$ cat config.mk
export PLATFORM = sky130hd
export DESIGN_NAME = rv_ctrl_fsm
export DESIGN_NICKNAME = d
export VERILOG_FILES = /design/src/rtl/rv_ctrl_fsm.sv
export SDC_FILE = /design/constraint.sdc
export NUM_CORES = 1
export LEC_CHECK = 0
export CAP_MARGIN = 5
export CORE_MARGIN = 4
export CORE_UTILIZATION = 50
export DETAILED_ROUTE_END_ITERATION = 10
export PLACE_DENSITY = 0.94
export SKIP_LAST_GASP = 1
export SYNTH_ARGS = -nofsm -noshare
export SYNTH_HDL_FRONTEND = slang
export SYNTH_SLANG_ARGS = --single-unit
$ cat constraint.sdc
create_clock -name CLK -period 3.45 [get_ports CLK]
set_clock_uncertainty 0.05 [all_clocks]
set_input_delay 0.345 -clock CLK [delete_from_list [all_inputs] [get_ports CLK]]
set_output_delay 0.345 -clock CLK [all_outputs]
set_load 0.02 [all_outputs]
$ cat src/rtl/rv_ctrl_fsm.sv
// rtl/rv_ctrl_fsm.sv - multi-cycle RV32I/RV32E control FSM (fetch/decode/exec/mem/wb/trap)
// Define CU_MULDIV_EN to decode the M-extension ALU operations.
module rv_ctrl_fsm #(
  parameter int NREG        = 32,
  parameter int MEM_TIMEOUT = 16
) (
  input  logic        CLK,
  input  logic        RST,
  input  logic [31:0] INST_DATA,
  input  logic        INST_VALID,
  output logic        INST_REQ,
  input  logic        MEM_RDY,
  output logic        MEM_REQ,
  output logic        MEM_WE,
  output logic [4:0]  RS1_ADR,
  output logic [4:0]  RS2_ADR,
  output logic [4:0]  REG_ADR,
  output logic [4:0]  ALU_OPT,
  output logic [2:0]  BR_OPT,
  output logic [2:0]  LSU_OPT,
  output logic [2:0]  IMM_TYPE,
  output logic        RS1_SEL,
  output logic        RS2_SEL,
  output logic [2:0]  REG_SEL,
  output logic        PC_SEL,
  output logic        WRITE_ENB,
  output logic        PC_EN,
  output logic        GLOBAL_RESET,
  output logic        ILLEGAL,
  output logic        TIMEOUT
);

  typedef enum logic [2:0] {
    S_IDLE, S_FETCH, S_DECODE, S_EXEC, S_MEM, S_WB, S_TRAP
  } state_t;

  localparam logic [7:0] TMO_LAST = 8'(MEM_TIMEOUT - 1);

  state_t     state, state_nxt;
  logic [7:0] mem_cnt;
  logic       illegal_q, timeout_q;

  logic [4:0] rs1_q, rs2_q, rd_q, alu_q;
  logic [2:0] br_q, lsu_q, imm_q, reg_sel_q;
  logic       rs1_sel_q, rs2_sel_q, pc_sel_q, has_rd_q, is_mem_q, is_store_q, bad_q;

  logic [6:0] opc, f7;
  logic [2:0] f3;
  logic [4:0] d_alu;
  logic [2:0] d_br, d_lsu, d_imm, d_reg_sel;
  logic       d_rs1_sel, d_rs2_sel, d_pc_sel, d_mem, d_store, d_bad;
  logic       use_rs1, use_rs2, use_rd;

  assign opc = INST_DATA[6:0];
  assign f3  = INST_DATA[14:12];
  assign f7  = INST_DATA[31:25];

  function automatic logic reg_bad(input logic [4:0] idx);
    return int'(idx) >= NREG;
  endfunction

  function automatic logic [4:0] alu_base(input logic [2:0] fn, input logic alt);
    case (fn)
      3'b000:  return alt ? 5'd1 : 5'd0;
      3'b001:  return 5'd2;
      3'b010:  return 5'd3;
      3'b011:  return 5'd4;
      3'b100:  return 5'd5;
      3'b101:  return alt ? 5'd7 : 5'd6;
      3'b110:  return 5'd8;
      default: return 5'd9;
    endcase
  endfunction

  always_comb begin
    d_alu = 5'd0; d_br = 3'd7; d_lsu = 3'd0; d_imm = 3'd0; d_reg_sel = 3'd0;
    d_rs1_sel = 1'b0; d_rs2_sel = 1'b0; d_pc_sel = 1'b0;
    d_mem = 1'b0; d_store = 1'b0; d_bad = 1'b0;
    use_rs1 = 1'b0; use_rs2 = 1'b0; use_rd = 1'b0;
    case (opc)
      7'h37: begin d_imm = 3'd3; d_reg_sel = 3'd2; use_rd = 1'b1; end
      7'h17: begin
        d_imm = 3'd3; d_rs1_sel = 1'b1; d_rs2_sel = 1'b1; use_rd = 1'b1;
      end
      7'h6F: begin d_imm = 3'd4; d_reg_sel = 3'd4; d_br = 3'd6; use_rd = 1'b1; end
      7'h67: begin
        d_reg_sel = 3'd4; d_rs2_sel = 1'b1; d_br = 3'd6; d_pc_sel = 1'b1;
        use_rs1 = 1'b1; use_rd = 1'b1;
      end
      7'h63: begin
        d_imm = 3'd1; use_rs1 = 1'b1; use_rs2 = 1'b1;
        case (f3)
          3'b000:  d_br = 3'd0;
          3'b001:  d_br = 3'd1;
          3'b100:  d_br = 3'd2;
          3'b101:  d_br = 3'd3;
          3'b110:  d_br = 3'd4;
          3'b111:  d_br = 3'd5;
          default: d_bad = 1'b1;
        endcase
      end
      7'h03: begin
        d_lsu = f3; d_rs2_sel = 1'b1; d_reg_sel = 3'd1; d_mem = 1'b1;
        use_rs1 = 1'b1; use_rd = 1'b1;
        if (f3 == 3'b011 || f3 == 3'b110 || f3 == 3'b111) d_bad = 1'b1;
      end
      7'h23: begin
        d_imm = 3'd2; d_rs2_sel = 1'b1; d_mem = 1'b1; d_store = 1'b1;
        use_rs1 = 1'b1; use_rs2 = 1'b1;
        case (f3)
          3'b000:  d_lsu = 3'd5;
          3'b001:  d_lsu = 3'd6;
          3'b010:  d_lsu = 3'd7;
          default: d_bad = 1'b1;
        endcase
      end
      // OP-IMM: funct7 only exists for the shift forms; elsewhere it is immediate
      7'h13: begin
        d_rs2_sel = 1'b1; use_rs1 = 1'b1; use_rd = 1'b1;
        d_alu = alu_base(f3, f3 == 3'b101 && f7 == 7'h20);
        if (f3 == 3'b001 && f7 != 7'h00) d_bad = 1'b1;
        if (f3 == 3'b101 && f7 != 7'h00 && f7 != 7'h20) d_bad = 1'b1;
      end
      7'h33: begin
        use_rs1 = 1'b1; use_rs2 = 1'b1; use_rd = 1'b1;
        if (f7 == 7'h00) d_alu = alu_base(f3, 1'b0);
        else if (f7 == 7'h20 && (f3 == 3'b000 || f3 == 3'b101)) d_alu = alu_base(f3, 1'b1);
`ifdef CU_MULDIV_EN
        else if (f7 == 7'h01) d_alu = {2'b10, f3};
`endif
        else d_bad = 1'b1;
      end
      7'h0F: ;
      default: d_bad = 1'b1;
    endcase
    if ((use_rs1 && reg_bad(INST_DATA[19:15])) || (use_rs2 && reg_bad(INST_DATA[24:20])) ||
        (use_rd && reg_bad(INST_DATA[11:7])))
      d_bad = 1'b1;
  end

  // Decode registers load on the accept edge and hold until the next one.
  always_ff @(posedge CLK) begin
    if (RST) begin
      rs1_q <= 5'd0; rs2_q <= 5'd0; rd_q <= 5'd0; alu_q <= 5'd0;
      br_q <= 3'd7; lsu_q <= 3'd0; imm_q <= 3'd0; reg_sel_q <= 3'd0;
      rs1_sel_q <= 1'b0; rs2_sel_q <= 1'b0; pc_sel_q <= 1'b0;
      has_rd_q <= 1'b0; is_mem_q <= 1'b0; is_store_q <= 1'b0; bad_q <= 1'b0;
    end else if (state == S_FETCH && INST_VALID) begin
      rs1_q <= INST_DATA[19:15]; rs2_q <= INST_DATA[24:20]; rd_q <= INST_DATA[11:7];
      alu_q <= d_alu; br_q <= d_br; lsu_q <= d_lsu; imm_q <= d_imm; reg_sel_q <= d_reg_sel;
      rs1_sel_q <= d_rs1_sel; rs2_sel_q <= d_rs2_sel; pc_sel_q <= d_pc_sel;
      has_rd_q <= use_rd; is_mem_q <= d_mem; is_store_q <= d_store; bad_q <= d_bad;
    end
  end

  always_ff @(posedge CLK) begin
    if (RST) state <= S_IDLE;
    else     state <= state_nxt;
  end

  always_comb begin
    state_nxt = state;
    case (state)
      S_IDLE:   state_nxt = S_FETCH;
      S_FETCH:  if (INST_VALID) state_nxt = S_DECODE;
      S_DECODE: state_nxt = bad_q ? S_TRAP : S_EXEC;
      S_EXEC:   state_nxt = is_mem_q ? S_MEM : S_WB;
      S_MEM: begin
        if (MEM_RDY) state_nxt = S_WB;
        else if (mem_cnt == TMO_LAST) state_nxt = S_TRAP;
      end
      S_WB:     state_nxt = S_FETCH;
      S_TRAP:   state_nxt = S_TRAP;
      default:  state_nxt = S_IDLE;
    endcase
  end

  always_ff @(posedge CLK) begin
    if (RST) begin
      mem_cnt <= 8'd0; illegal_q <= 1'b0; timeout_q <= 1'b0;
    end else begin
      mem_cnt <= (state == S_MEM) ? mem_cnt + 8'd1 : 8'd0;
      if (state == S_DECODE && bad_q) illegal_q <= 1'b1;
      if (state == S_MEM && !MEM_RDY && mem_cnt == TMO_LAST) timeout_q <= 1'b1;
    end
  end

  always_comb begin
    INST_REQ     = (state == S_FETCH);
    MEM_REQ      = (state == S_MEM);
    MEM_WE       = (state == S_MEM) && is_store_q;
    PC_EN        = (state == S_WB);
    WRITE_ENB    = (state == S_WB) && has_rd_q && (rd_q != 5'd0);
    GLOBAL_RESET = RST || (state == S_IDLE);
  end

  assign RS1_ADR  = rs1_q;
  assign RS2_ADR  = rs2_q;
  assign REG_ADR  = rd_q;
  assign ALU_OPT  = alu_q;
  assign BR_OPT   = br_q;
  assign LSU_OPT  = lsu_q;
  assign IMM_TYPE = imm_q;
  assign RS1_SEL  = rs1_sel_q;
  assign RS2_SEL  = rs2_sel_q;
  assign REG_SEL  = reg_sel_q;
  assign PC_SEL   = pc_sel_q;
  assign ILLEGAL  = illegal_q;
  assign TIMEOUT  = timeout_q;

endmodule

==> results summary, run 1 <==
The flow ran to the end, and the final reports show no timing, DRC or antenna violations. The clock period could shrink to 2.28 ns. The power per unit of standard cell area came out at approximately 400 nW/um^2. The layout overhead on the synthesized area is 33.7%. In the final routed layout, each cell accounts on average for about 14 um. After detailed routing, the number of vias per cell comes to ~5.3. The register bit count reported by yosys is 51. The worst setup path startpoint is state[2]$_SDFFE_PP0P_. The number of standard-cell rows in the floorplan is 25. Yosys attributes the largest share of cell area to sky130_fd_sc_hd__dfxtp_1, sky130_fd_sc_hd__nand2_1, sky130_fd_sc_hd__a21oi_1. Counting the buffers created by CTS gives 5. The clock drives 51 sinks. For this block, the initial DRC count from the detailed router was roughly 130. The setup-violating endpoint count in the final report is 0. The final cell count without fillers is around 440. The mean area per synthesized cell came out at between 8 and 9 um^2. The sequential cell area fraction in the yosys report came out at about two fifths.

In this run the tightest slew margin relative to its limit is between 40% and 50%. After legalization and detailed placement, the total HPWL measured around 4.3 mm. The die height came out at approximately 79 um.

The residual overflow from global routing is 0. The via count of the first global-routing pass came out at 2177. The synthesized instance count came out at just over 300. The synthesized area is about 2500 um^2. The iteration count of the initial detailed-routing pass is 4. The count of nets left with antenna violations once routing finished came out at 0. The cell sitting at the root of the clock tree is a sky130_fd_sc_hd__clkbuf_8. The largest fanout on the critical path is 10. TritonCTS built the clock tree. The number of nets handed over by synthesis was 343. Across every metal layer, demand over resource in global routing totals between 10% and 20%.

In this run the count of I/O pins placed on the die edge is 79. The number of warnings reported in the yosys synthesis log came out at 0. The final worst-path cycle share came out at around 66%. Counting along the longest clock path gives a buffer depth of 2. The cell leakage power is about 1.2 nW. 0 antenna diodes ended up in the layout. In this run the horizontal extent of the chip is approximately 79 um.

The overall routed net length came out at approximately 5.9 mm. The global placer's final weighted congestion is ~0.91. The maximum clock rate came out at between 0.4 and 0.5 GHz. Counting cells, the worst reg-to-reg path comes to 5. IR analysis of the VDD net gives a maximum drop of approximately 0.00027 V. The area share of the leading cell type in the synthesized netlist came out at slightly above 40%.

CTS built an H-tree with a depth of 2. The number of buffer cells added on primary ports came out at 77. Once the clock tree was built, the setup fixing pass inserted 0 buffers.

The number of different library cells in the post-synthesis netlist came out at 57. The async set-or-reset flop fraction in the synthesized netlist is 0%. The number of violations of the max-capacitance limit came out at 0.

In the post-synthesis netlist, the cell with the most instances is sky130_fd_sc_hd__nand2_1. Setup slack on the critical path of the routed design comes to roughly 1.2 ns. The start of the worst register-to-register path is state[0]$_SDFFE_PP0P_. Setup repair after global routing left no endpoint under its margin. The most critical setup path has its endpoint at WRITE_ENB. The die covers roughly 6200 um^2. The core region area is about 4800 um^2. The CTS clock-pin slew for the worst setup and hold paths came out at 0.10 ns. The initial core utilization came out at between 50% and 60%.

The number of max-slew violations in the final report is 0. For this run, the post-layout net count is roughly 400. By startpoint and endpoint, the worst setup path is classified as reg -> out. The post-cts hold buffer count came out at 0. Timing analysis after detailed placement gives a worst setup slack of around 1.1 ns. The worst hold path belongs to the class reg -> reg.

Among all flip-flop cells after synthesis, the most frequent one is sky130_fd_sc_hd__dfxtp_1. The total negative setup slack came out at 0 ns. The register-to-register setup slack came out at 1.28 ns. The transition at the pin with the smallest max-transition slack is between 0.8 and 0.9 ns. The wire length of the first global-routing pass is 9.99 mm. The capture instance of the worst register-to-register path is RS2_ADR[0]$_SDFFE_PP0P_. Data on the critical path is required at its endpoint by 3.05 ns.

Data arrives at the worst endpoint at 1.89 ns. The largest net degree at the start of global routing came out at 45. The clock insertion delay at the later pin of the skew report came out at about 0.3 ns.

STA classifies the critical path startpoint as a flip-flop. The final-report hold violation count is 0. The number of enable flip-flop cells after synthesis is 0.

In the final layout, the share of cells above drive strength 1 is under 10%. In this run, post-CTS repair resized a total of 0 instances. The routed layout has between 2000 and 2500 vias. The initial antenna violation count is 0. The total placed cells including tap cells came out at ~430. The remaining routing DRC violations came out at 0. The cell taking the most area after synthesis is sky130_fd_sc_hd__dfxtp_1. The worst setup path is captured at an output port. Counting instances in the post-synthesis netlist gives the leading cell types as sky130_fd_sc_hd__nand2_1, sky130_fd_sc_hd__dfxtp_1, sky130_fd_sc_hd__a21oi_1, sky130_fd_sc_hd__nor2_1, sky130_fd_sc_hd__nand3_1.
==> worst min path at each step <==
stage | cells after the start | startpoint | slack [ns] | endpoint
4_1_cts | 2 | LSU_OPT[1]$_SDFFE_PP0P_ | 0.41 | LSU_OPT[1]$_SDFFE_PP0P_
6_report | 2 | LSU_OPT[1]$_SDFFE_PP0P_ | 0.41 | LSU_OPT[1]$_SDFFE_PP0P_
5_1_grt | 2 | LSU_OPT[1]$_SDFFE_PP0P_ | 0.43 | LSU_OPT[1]$_SDFFE_PP0P_
3_5_place_dp | 2 | LSU_OPT[1]$_SDFFE_PP0P_ | 0.39 | LSU_OPT[1]$_SDFFE_PP0P_
3_3_place_gp | 2 | LSU_OPT[2]$_SDFFE_PP0P_ | 0.39 | LSU_OPT[2]$_SDFFE_PP0P_
2_1_floorplan | 1 | mem_cnt[0]$_SDFF_PP0_ | 0.38 | mem_cnt[0]$_SDFF_PP0_
==> cell usage in the layout (no fill, tap or decap), drive strengths merged, types with 2 or more instances in the layout <==
cell type      instances
clkbuf                 5
nor2b                  6
o211ai                 2
xnor2                  3
clkdlybuf4s50         77
nand4                  2
nand3                 11
nand2                 55
nor3b                  2
and3                   3
buf                    3
o21bai                 3
a31oi                  6
a2111oi                2
dfxtp                 51
a21oi                 33
o2111ai                2
inv                    7
nor4                   3
a22oi                  2
nor3                  10
o21ai                 10
o31ai                  3
nand2b                 3
nor2                  33
a211oi                 2
nand3b                 2
xor2                   5
==> worst max-delay path, stage by stage (launching register included) <==
cell                              delay (ns)
sky130_fd_sc_hd__dfxtp_1                0.54
sky130_fd_sc_hd__and3_1                 0.26
sky130_fd_sc_hd__o311a_1                0.18
sky130_fd_sc_hd__clkdlybuf4s50_1        0.61
==> where the power goes <==
part           internal [W]  switching (W)  total [W]
combinational      0.000124       0.000146   0.000269
clock              0.000219       0.000206   0.000425
sequential         0.000614      0.0000224   0.000636
total              0.000956       0.000375    0.00133
==> per-stage QoR <==
stage | hold WS (ns) | total power [W] | util (%) | instance area, um^2
2_1_floorplan | 0.376 | 0.000816 | - | 2490
3_3_place_gp | 0.389 | 0.000912 | 67.1 | 3210
3_5_place_dp | 0.393 | 0.000918 | 67.1 | 3210
4_1_cts | 0.406 | 0.00134 | 69.5 | 3330
5_1_grt | 0.427 | 0.00140 | 69.5 | 3330
6_report | 0.406 | 0.00133 | 69.5 | 3330
==> layer usage <==
metal / GRT usage, % / wire (um)
met3: 4.36 / 396
met1: 25.0 / 2660
met4: 5.94 / 102
met5: 0 / 0
met2: 32.7 / 2770
==> flip-flops by register name, summed over array words and instances, names as in the netlist, 3 cells and up <==
signal    count
ALU_OPT       4
BR_OPT        3
IMM_TYPE      3
LSU_OPT       3
REG_ADR       5
REG_SEL       3
RS1_ADR       5
RS2_ADR       5
mem_cnt       8
state         3
==> layout make-up <==
cell class / instances / area [um^2]
tap: 67 / 83.8
fill: 389 / 1460
timing repair buffer: 80 / 793
inverter: 6 / 22.5
clock inverter: 3 / 46.3
sequential: 51 / 1020
clock buffer: 5 / 68.8
multi-input combinational: 224 / 1290
==> cells by family after synthesis <==
family          after synthesis  synth area share, %
fa+ha+maj                     1                0.503
buf+inv                      31                 7.04
compound gates               73                 18.6
flops                        51                 41.0
other cells                   1                0.151
mux                           2                0.855
xor+xnor                      8                 2.82
simple gates                139                 29.0
Power figures use the tool's default switching activity.
==> run 2, diff against run 1 <==
--- a/config.mk
+++ b/config.mk
@@ -7,9 +7,9 @@
 export LEC_CHECK = 0
 export CAP_MARGIN = 5
 export CORE_MARGIN = 4
-export CORE_UTILIZATION = 50
+export CORE_UTILIZATION = 42
 export DETAILED_ROUTE_END_ITERATION = 10
-export PLACE_DENSITY = 0.94
+export PLACE_DENSITY = 0.85
 export SKIP_LAST_GASP = 1
 export SYNTH_ARGS = -nofsm -noshare
 export SYNTH_HDL_FRONTEND = slang
==> constraint.sdc (replaced) <==
create_clock -name CLK -period 2 [get_ports CLK]
set_clock_uncertainty 0.05 [all_clocks]
set_input_delay 0.2 -clock CLK [delete_from_list [all_inputs] [get_ports CLK]]
set_output_delay 0.2 -clock CLK [all_outputs]
set_load 0.02 [all_outputs]
==> run 2 against run 1 <==
Against the previous run: design area increased by 3.6%; worst setup slack worse by 1.0 ns; power increased by 68%; global-route usage shrank 1.6 points; sequential power increased by 71%; first-iteration DRC count grew 11%.
==> results summary, run 2 (synthesis gave the netlist of run 1 again) <==
The remaining routing DRC violations is 0 (unchanged). The overall routed net length came out at 6.40 mm (+7.9%). The worst setup slack before clock tree synthesis is 0.123 ns (-0.994 ns). The wire length of the first global-routing pass is 10.8 mm (+8.0%). The layout overhead on the synthesized area came out at 38.6%.

The worst ir drop on vdd was 0.000362 V (+36%). The clock insertion delay at the later pin of the skew report is 0.29 ns (about the same). The worst slew slack as a fraction of its limit is 62.6% (+19 points).

The worst path needs between 1.5 and 2 ns of the cycle, external delays included. The total negative setup slack came out at 0 ns (unchanged). The number of max-slew violations in the final report was 0 (unchanged).

The average via count per standard cell is 5.24 (-1.9%). The launching element type of the critical path is a flip-flop. The total via count after detailed routing came out at 2385 (+2.4%).

The worst setup path is captured at an output port. The initial core utilization came to 44.1% (-7.9 points). The cell leakage power came out at 1.30 nW (+9.8%).

The number of filler instances in the final layout came out at 480 (+23%). The share of final-layout standard cells stronger than drive strength 1 came out at 9.92% (+3.7 points). The number of buffers between clock root and the deepest sink was 2 (unchanged).

In the finished design, the share of the clock period the worst path needs comes to 94.0%. The number of buffers added by the clock tree synthesis step came out at 5 (unchanged). The largest register by flop count is mem_cnt.

The worst setup path category is reg -> out. The top cell types in the final layout, fill and taps aside, are sky130_fd_sc_hd__clkdlybuf4s50_1, sky130_fd_sc_hd__nand2_1, sky130_fd_sc_hd__dfxtp_1. The arrival time of data at the critical path endpoint is 1.63 ns (-0.26 ns). The flow ran to the end, and the final reports show no timing, DRC or antenna violations. The final cell count without fillers is 455 (+4.4%). The die boundary width came out at 85.0 um (+8.2%). The transition at the pin with the smallest max-transition slack came out at 0.561 ns (-0.284 ns).

The number of standard-cell rows in the floorplan is 27 (+8.0%). The setup-violating endpoint count in the final report is 0 (unchanged). The initial antenna violation count came out at 0 (unchanged). The maximum level of the CTS H-tree was 2 (unchanged). The number of buffer cells added on primary ports is 77 (unchanged).

Grouping stages by cell kind, the critical path spends the most delay in simple AND/OR/NAND/NOR gates. The post-cts hold buffer count is 0 (unchanged). The slowest cell on the critical path is sky130_fd_sc_hd__or3_1. The core region area is 5640 um^2 (+18%).

The net count reported at finish was 419 (+3.5%). The number of violations of the max-capacitance limit came out at 0 (unchanged). The largest net degree at the start of global routing came out at 45 (unchanged). The required time of the critical path came out at 1.75 ns (-1.30 ns). The largest stage delay on the critical path came out at 0.39 ns (-0.22 ns).

The total placed cells including tap cells came out at 447 (+4.4%). The post-route core utilization is 61.1% (-8.4 points). The number of top-level pins came to 79 (unchanged).

The final instance area came out at 3450 um^2 (+3.6%). Setup repair after global routing left no endpoint under its margin. The final worst setup slack is 0.120 ns (-1.05 ns). The worst hold path class is in -> reg. TritonCTS built the clock tree. The CTS clock-pin slew for the worst setup and hold paths was 0.09 ns (about the same). Derived from the worst setup path, the maximum achievable clock frequency is 0.532 GHz. The signal on the critical path passes through or3_1 > o311a_1 > dlygate4sd2_1. The iteration count of the initial detailed-routing pass is 4 (unchanged).

The HPWL after detailed placement came out at 4.85 mm (+13%). The via count of the first global-routing pass came out at 2339 (+7.4%). The instance area after placement is 3340 um^2 (+3.9%).

The worst path buffer plus inverter count came out at 1 (unchanged). The total routing resource utilization after global routing is 17.9% (-1.6 points). The residual overflow from global routing is 0 (unchanged).

The power per unit of standard cell area is 649 nW/um^2 (+62%). The final-report hold violation count was 0 (unchanged). The library cell used most frequently in the layout, excluding fill and tap cells, is sky130_fd_sc_hd__clkdlybuf4s50_1. The number of nets with antenna violations after detailed routing is 0 (unchanged). The diode insertion count for antenna repair is 0 (unchanged).

CTS placed an instance of sky130_fd_sc_hd__clkbuf_8 at the clock tree root. The die height is 85.0 um (+8.2%). The number of violations reported at the end of detailed-routing iteration 0 was 147 (+11%).

The global placer's final weighted congestion came out at 0.867 (-4.9%). The count of clock tree sinks came out at 51 (unchanged). The flip-flop count of the largest register, all copies and words added was 8 (unchanged). The detailed-route wire length per cell is 14.1 um (+3.4%).

The largest fanout on the critical path was 3 (-7). The total die area is 7220 um^2 (+17%). The count of buffers added by post-CTS timing repair for setup is 0 (unchanged).
## run 2: cell types whose count changed in the layout (fill, tap and decap cells not counted), sizes merged
cell,change
clkbuf,+2
bufinv,-1
inv,-1
clkdlybuf4s50,-4
dlymetal6s2s,+3
dlygate4sd2,+1
buf,+14
## run 2: stage by stage
| step | hold WS [ns] | power, W |
|---|---|---|
| 6_report | 0.398 | 0.00224 |
| 3_3_place_gp | 0.387 | 0.00161 |
| 5_1_grt | 0.400 | 0.00235 |
| 3_5_place_dp | 0.397 | 0.00163 |
| 2_1_floorplan | 0.286 | 0.00141 |
| 4_1_cts | 0.390 | 0.00226 |
## run 2: final cells by class
class                   instances  area, um^2  area share (%)
multi-input cells             224        1290            37.5
flip-flops and latches         51        1020            29.6
repair buffers                 94         917            26.6
clock buffers                   7        96.3            2.79
well taps                      72        90.1            2.61
inverters                       6        22.5           0.653
clock inverters                 1        7.51           0.218
## run 2: routing by layer
metal	track usage, %	share of wire (%)	up-vias	routed length [um]
met5	0	0	-	0
met4	4.60	0.94	0	60
li1	-	-	1208	-
met1	22.9	44	1104	2830
met2	30.0	48	67	3090
met3	4.66	6.5	6	418
## run 2: timing repair
action / 4_1_cts / 5_1_grt
gates cloned: 0 / 0
endpoints found under the setup margin: 1 / 4
resized for setup: 1 / 4
## run 2: worst paths after layout
kind	slack [ns]	from	to	cells past startpoint
worst max-delay path	0.12	REG_ADR[0]$_SDFFE_PP0P_	WRITE_ENB	3
worst min-delay path	0.40	INST_DATA[19]	RS1_ADR[4]$_SDFFE_PP0P_	3
worst max register to register	0.25	state[0]$_SDFFE_PP0P_	RS2_ADR[2]$_SDFFE_PP0P_	5
worst min register to register	0.41	REG_SEL[2]$_SDFFE_PP0P_	REG_SEL[2]$_SDFFE_PP0P_	2
## run 2: worst reg2reg max path, stage by stage, from the launching register on
cell                      delay (ns)
sky130_fd_sc_hd__dfxtp_1        0.38
sky130_fd_sc_hd__nor3b_4        0.23
sky130_fd_sc_hd__and2_1         0.51
sky130_fd_sc_hd__buf_4          0.30
sky130_fd_sc_hd__nand2_1        0.08
sky130_fd_sc_hd__a21oi_1        0.13
## run 2: where the power goes
group	switching [W]	total, W	internal [W]
combinational	0.000268	0.000509	0.000241
sequential	0.0000331	0.00109	0.00106
clock	0.000322	0.000636	0.000315
